===== src/rtl/wb_arbiter2.sv =====
// Two-master, one-slave Wishbone classic arbiter: round-robin, bus locked for the owner's whole CYC.
// Optional slave-ACK timeout with bus error enabled by `define WB_ARBITER2_TIMEOUT_EN.
module wb_arbiter2 #(
    parameter int TIMEOUT   = 255,
    parameter int TIMEOUT_W = 8
) (
    input  logic        sys_clk,
    input  logic        sys_rst,

    input  logic [31:0] m0_adr_i,
    input  logic [31:0] m0_dat_i,
    output logic [31:0] m0_dat_o,
    input  logic        m0_cyc_i,
    input  logic        m0_stb_i,
    input  logic        m0_we_i,
    output logic        m0_ack_o,
    output logic        m0_err_o,

    input  logic [31:0] m1_adr_i,
    input  logic [31:0] m1_dat_i,
    output logic [31:0] m1_dat_o,
    input  logic        m1_cyc_i,
    input  logic        m1_stb_i,
    input  logic        m1_we_i,
    output logic        m1_ack_o,
    output logic        m1_err_o,

    output logic [31:0] s_adr_o,
    output logic [31:0] s_dat_o,
    input  logic [31:0] s_dat_i,
    output logic        s_cyc_o,
    output logic        s_stb_o,
    output logic        s_we_o,
    input  logic        s_ack_i,

    output logic [1:0]  gnt_o
);

    // Handshake: a slave beat happens on a rising edge where s_cyc_o & s_stb_o & s_ack_i;
    // ACK (or ERR) is routed only to the current owner and is valid for that single cycle.

    typedef enum logic [1:0] {
        IDLE = 2'd0,
        OWN0 = 2'd1,
        OWN1 = 2'd2
    } state_t;

    state_t      state_q, state_d;
    logic        last_q, last_d;

    logic        own_cyc, own_stb, own_we;
    logic [31:0] own_adr, own_dat;
    logic        timeout_hit;

    always_ff @(posedge sys_clk or posedge sys_rst) begin
        if (sys_rst) begin
            state_q <= IDLE;
            last_q  <= 1'b1;
        end else begin
            state_q <= state_d;
            last_q  <= last_d;
        end
    end

    always_comb begin
        state_d = state_q;
        last_d  = last_q;
        case (state_q)
            IDLE: begin
                if (m0_cyc_i && (!m1_cyc_i || last_q)) begin
                    state_d = OWN0;
                    last_d  = 1'b0;
                end else if (m1_cyc_i) begin
                    state_d = OWN1;
                    last_d  = 1'b1;
                end
            end
            OWN0: begin
                if (!m0_cyc_i) begin
                    if (m1_cyc_i) begin
                        state_d = OWN1;
                        last_d  = 1'b1;
                    end else begin
                        state_d = IDLE;
                    end
                end
            end
            OWN1: begin
                if (!m1_cyc_i) begin
                    if (m0_cyc_i) begin
                        state_d = OWN0;
                        last_d  = 1'b0;
                    end else begin
                        state_d = IDLE;
                    end
                end
            end
            default: state_d = IDLE;
        endcase
    end

    // Owner mux; IDLE drives everything to zero so the slave sees a quiet bus.
    always_comb begin
        own_cyc = 1'b0;
        own_stb = 1'b0;
        own_we  = 1'b0;
        own_adr = 32'h0;
        own_dat = 32'h0;
        case (state_q)
            OWN0: begin
                own_cyc = m0_cyc_i;
                own_stb = m0_stb_i;
                own_we  = m0_we_i;
                own_adr = m0_adr_i;
                own_dat = m0_dat_i;
            end
            OWN1: begin
                own_cyc = m1_cyc_i;
                own_stb = m1_stb_i;
                own_we  = m1_we_i;
                own_adr = m1_adr_i;
                own_dat = m1_dat_i;
            end
            default: ;
        endcase
    end

`ifdef WB_ARBITER2_TIMEOUT_EN
    logic [TIMEOUT_W-1:0] to_cnt_q;

    assign timeout_hit = own_stb && (to_cnt_q == TIMEOUT_W'(TIMEOUT));

    always_ff @(posedge sys_clk or posedge sys_rst) begin
        if (sys_rst) begin
            to_cnt_q <= '0;
        end else if ((state_d != state_q) || !own_stb || s_ack_i || timeout_hit) begin
            to_cnt_q <= '0;
        end else begin
            to_cnt_q <= to_cnt_q + 1'b1;
        end
    end
`else
    logic unused_cfg;

    assign timeout_hit = 1'b0;
    assign unused_cfg  = (TIMEOUT > 0) && (TIMEOUT_W > 0);
`endif

    // The timeout cycle masks the strobe and replaces any ack with err.
    assign s_cyc_o  = own_cyc;
    assign s_stb_o  = own_stb && !timeout_hit;
    assign s_we_o   = own_we;
    assign s_adr_o  = own_adr;
    assign s_dat_o  = own_dat;

    assign m0_dat_o = s_dat_i;
    assign m1_dat_o = s_dat_i;

    assign m0_ack_o = (state_q == OWN0) && s_ack_i && !timeout_hit;
    assign m1_ack_o = (state_q == OWN1) && s_ack_i && !timeout_hit;
    assign m0_err_o = (state_q == OWN0) && timeout_hit;
    assign m1_err_o = (state_q == OWN1) && timeout_hit;

    assign gnt_o    = {state_q == OWN1, state_q == OWN0};

endmodule


===== config.mk =====
export PLATFORM = sky130hd
export DESIGN_NAME = wb_arbiter2
export DESIGN_NICKNAME = d
export VERILOG_FILES = /design/src/rtl/wb_arbiter2.sv
export SDC_FILE = /design/constraint.sdc
export NUM_CORES = 1
export LEC_CHECK = 0
export ABC_AREA = 1
export CAP_MARGIN = 20
export CORE_AREA = 5 5 115 117
export DETAILED_ROUTE_END_ITERATION = 6
export DIE_AREA = 0 0 120 122
export PLACE_DENSITY = 0.73
export SLEW_MARGIN = 20
export SYNTH_ARGS = -nofsm -noshare
export SYNTH_HDL_FRONTEND = slang
export SYNTH_SLANG_ARGS = --single-unit

===== constraint.sdc =====
create_clock -name sys_clk -period 1.5 [get_ports sys_clk]
set_input_delay 0.3 -clock sys_clk [delete_from_list [all_inputs] [get_ports sys_clk]]
set_output_delay 0.3 -clock sys_clk [all_outputs]
set_load 0.01 [all_outputs]

# --- Word-level counts from Yosys, hierarchy flattened ---
# Cells that the tools add are included.
word_totals:
  register_bits: 3
  inputBits: 169
  output_inout_bits: 137
classes:
  eq_ne: 6
  mux: 18
  n_reduce_logical: 9
ops:
  columns: ["operator", "n"]
  rows:
  - ["$pmux W32 S2", 2]
  - ["$mux W2", 5]
  - ["$mux W1", 6]
  - ["$ne A2 B2 Y1 const B", 3]
  - ["$pmux W1 S2", 3]
  - ["$pmux W2 S3", 1]
  - ["$reduce_and A4 Y1", 1]
  - ["$logic_and A1 B1 Y1", 3]
  - ["$ne A3 B3 Y1 const B", 1]
  - ["$pmux W1 S3", 1]
  - ["$reduce_and A3 Y1", 1]
  - ["$reduce_bool A3 Y1", 1]
  - ["$eq A2 B1 Y1 const B", 1]
  - ["$eq A2 B2 Y1 const B", 1]
  - ["$logic_not A2 Y1", 1]
  - ["$logic_not A1 Y1", 1]
  - ["$logic_or A1 B1 Y1", 1]

# --- Longest topological paths before layout ---
# Gate-level depths: netlist of the first run.
logic_depth:
  word_depth: 5
  mapped_depth: 9

# --- Least setup slack after synthesis of the first run ---
# No wires, ideal clock.
synth_path:
  kind: "register to output"
  start: "register state_q[1]"
  end: "output port s_adr_o[11]"
  arrival_time_ns: 1.342
  required_ns: 1.200
  slack_ns: -0.142
  path_stages_with_launch: 8
  path_buffers: 3
  path_cell_list: "dfrtp_1 -> inv_1 -> ha_1 -> buf_4 -> buf_12 -> buf_6 -> nand2_1 -> a21oi_1"
synth_via:
  elab_chain_len: 2
  elab_cells_between_ends: 3
synth_lines:
  columns: ["element", "line_no", "source"]
  rows:
  - ["start, declared", "48", "state_t state_q, state_d;"]
  - ["start signal, assigned", "60", "state_q <= state_d;"]
  - ["$eq A2 B1 Y1", null, null]
  - ["named net gnt_o[0]", "36", "output logic [1:0] gnt_o"]
  - ["$pmux W32 S2", "109", "case (state_q)"]
  - ["end, declared", "28", "output logic [31:0] s_adr_o,"]
# The timed path passes the listed nets, and every way through them passes these cells.

# --- Worst setup path after layout of the first run ---
layout_path:
  start: "register state_q[1]"
  end: "output port s_dat_o[18]"
layout_via:
  elab_chain_len: 2
  elab_cells_between_ends: 3
layout_lines:
  columns: ["element", "line_no", "source"]
  rows:
  - ["$eq A2 B2 Y1 / $eq A2 B1 Y1 (equally long branches)", "109", null]
  - ["$pmux W32 S2 (*)", "109", null]
  - ["end, declared", "29", "output logic [31:0] s_dat_o,"]
# Mark *: on every way between the ends. The rest lies on a longest branch, timed or not.

==> results of run 1 <==
## cell type report
class / instances / share of cell area (%)
inverter: 13 / 1.35
sequential: 3 / 1.61
clock buffer: 4 / 1.67
multi-input combinational: 239 / 35.4
tap: 150 / 3.97
timing repair buffer: 264 / 56.0
## per-layer routing
metal / part of all wire [%] / global-route usage (%) / up-vias
li1: - / - / 1367
met1: 42 / 15.9 / 1231
met2: 48 / 21.1 / 144
met3: 9.5 / 4.55 / 11
met4: 0.77 / 1.79 / 0
met5: 0 / 0 / -
## per-stage QoR
stage / TNS, ns / instances / hold WS [ns]
floorplan: -3.36 / 343 / 0.0529
global placement: -31.70 / 633 / 0.481
detailed placement: -33.73 / 633 / 0.486
CTS: -26.39 / 670 / 0.251
global route: -28.62 / 673 / 0.269
finish: -23.60 / 673 / 0.247
## logic make-up after synthesis
| kind of cell | synth area share (%) |
|---|---|
| other | 0.201 |
| flip-flops | 4.10 |
| adder cells (fa/ha/maj) | 3.36 |
| AND/OR/NAND/NOR | 34.6 |
| AO/OA/AOI/OAI | 20.3 |
| buffers and inverters | 37.5 |
## state kept, by name (all words and copies together), names as in the netlist
register	count
state_q	2
last_q	1
## cells in the final DEF (no fill, tap or decap), types with 3 or more instances in the layout
cell	synthesis	final
inv_1	12	8
buf_4	70	12
a21oi_2	10	59
buf_12	1	10
nand2_4	0	22
buf_6	2	31
buf_16	0	8
inv_2	1	3
clkbuf_16	0	7
buf_2	11	62
nand2_1	145	93
a21oi_4	0	7
clkdlybuf4s50_1	0	136
nand2_2	10	40
nor2_1	6	3
ha_4	0	4
## what timing repair did
item,in CTS,in global routing
setup endpoints to repair,71,74
buffers inserted,23,9
pin swaps,4,29
gates cloned,11,4
gates resized for setup,326,101
## worst max path at each step
stage                from     endpoint  slack [ns]  cells after the start
2_1_floorplan  state_q[1]  s_adr_o[11]        -0.1                      7
3_3_place_gp   state_q[1]  s_adr_o[22]       -0.52                      6
3_5_place_dp   state_q[1]  s_adr_o[22]       -0.54                      6
4_1_cts        state_q[1]  s_adr_o[22]       -0.43                      6
5_1_grt        state_q[0]  s_dat_o[11]       -0.48                      7
6_report       state_q[1]  s_dat_o[18]       -0.41                      7
## power by group
| group | leakage [nW] | internal [W] | switching [W] |
|---|---|---|---|
| Combinational | 1.95 | 0.00360 | 0.00362 |
| Sequential | 0.0361 | 0.000129 | 0.0000351 |
| Clock | 0.0382 | 0.000351 | 0.0000760 |
| Total | 2.02 | 0.00408 | 0.00373 |
## worst register-to-register path, stage by stage, from the launching register on
cell and delay [ns]:
dfrtp_1 0.38, buf_6 0.13, ha_4 0.18, buf_12 0.14, buf_6 0.11, nand2_4 0.06
nand2_4 0.06, inv_4 0.07, buf_6 0.09, nand2_4 0.04, nand2_2 0.06, nand2_2 0.04
==> impl_metrics.toml, run 1 <==
[job]
maxCapViolations = 0

[power]
power_w = 0.00781
power_leakage_nw = 2.02
peakVddDrop_uv = 760
power_density_nw_per_um2 = 1650

[clock_network]
cts_made_buffers = 3
clock_path_buffers = 2
clkTransAtPathRegs_ns = 0.03
clock_sinks = 3
h-tree-depth = 1
cts_tree = "yes"
cts-root-buf = "clkbuf_16"
clock_latency_ns = 0.23
cts-hold-fix-buffers = 0

[logic_synthesis]
synthArstFlopShare_pct = 100
synth_cell_types = 19
yosysSeqAreaShare_pct = 4.10
synth_top_area_share_pct = 29.2
syn_avg_cell_area_um2 = 5.45
synth_common_cells = "145 x nand2_1, 70 x buf_4, 56 x a21oi_1, 12 x inv_1, 11 x buf_2"
synth-edff-count = 0
synthCells = 342
synth_flop_cell = "dfrtp_1"
synth_area_um2 = 1860
synth.area.top_cells = "nand2_1 29%, buf_4 28%, a21oi_1 15%, a21oi_2 4.7%, ha_1 3.4%"
synth-seq-cells = 3
synth_most_common_cell = "nand2_1"
synth.largest_area_cell = "nand2_1"
yosys_warnings = 0

[cells_and_area]
post-route-util_pct = 38.6
register_area_um2 = 76.3
multi_input_area_um2 = 1670
drive_gt1_share_pct = 52.4
diodes = 0
syn_to_final_growth_pct = 154
fin_nets = 698
final_cell_area_um2 = 4730
fillers = 1269

[worst_setup_path]
cp.arrival_ns = 1.61
crit_type = "flip-flop to output pin"
crit_path_end_kind = "output pin"
worst-r2r-setup-slack_ns = 0.01
r2r_end = "state_q[0]"
path_max_fanout = 8
max_stage_delay_ns = 0.38
timing.rr.start = "state_q[0]"
crit_family = "buffers and inverters"
critPathBufInv = 5
crit_required_ns = 1.20
cp_slowest_cell = "dfrtp_1"
crit_chain = "inv_2 -> ha_4 -> clkinv_8 -> buf_12 -> buf_6 -> a21oi_2 -> buf_2"
reg2reg_depth = 11
startpoint_type = "flip-flop"

[grt]
grt_max_degree = 20
grt_antenna_before_repair = 0
track_usage_pct = 12.6
grt_pass1_wl_um = 14600
grt_overflow = 0
grt_pass1_vias = 2714

[drt]
dr.pass1.iters = 4
drtIter0Drc = 59
drcViolationCount = 0
dr_total_vias = 2753
routed_wl_um = 10500
detail-route-antenna-nets = 0
wl_per_cell_um = 15.6
viasPerCell = 4.09

[sta]
maxSlewViolCount = 0
finalHoldViolations = 0
skew_ns = 0.00343
setup_viol = 71
rsz0062_at_grt = "true"
finalCritPeriodShare_pct = 127
period_needed_ns = 1.91
finalWorstSetupSlack_ns = -0.406
max_freq_mhz = 525

[placed_design]
place_hpwl_um = 7040
port_buffers = 207
routabilityCongestion = 0.726
dpl_worst_slack_ns = -0.542
placed_area_um2 = 3980

[run_status]
status = "complete, but fails checks"
violations = "setup timing"

[die]
ios = 306
die-area_um2 = 14600
core_um2 = 12300
die_h_um = 122
rows = 41
start_util_pct = 15.2
die_w_um = 120

[min_path]
hold_path.class = "input pin to async pin"
(Power assumes the default switching activity.)
==> inputs of run 2 (changes only) <==
- CAP_MARGIN: 20 -> 25
==> results of run 2 <==
The final DEF is identical to that of run 1; final timing and power are the same.
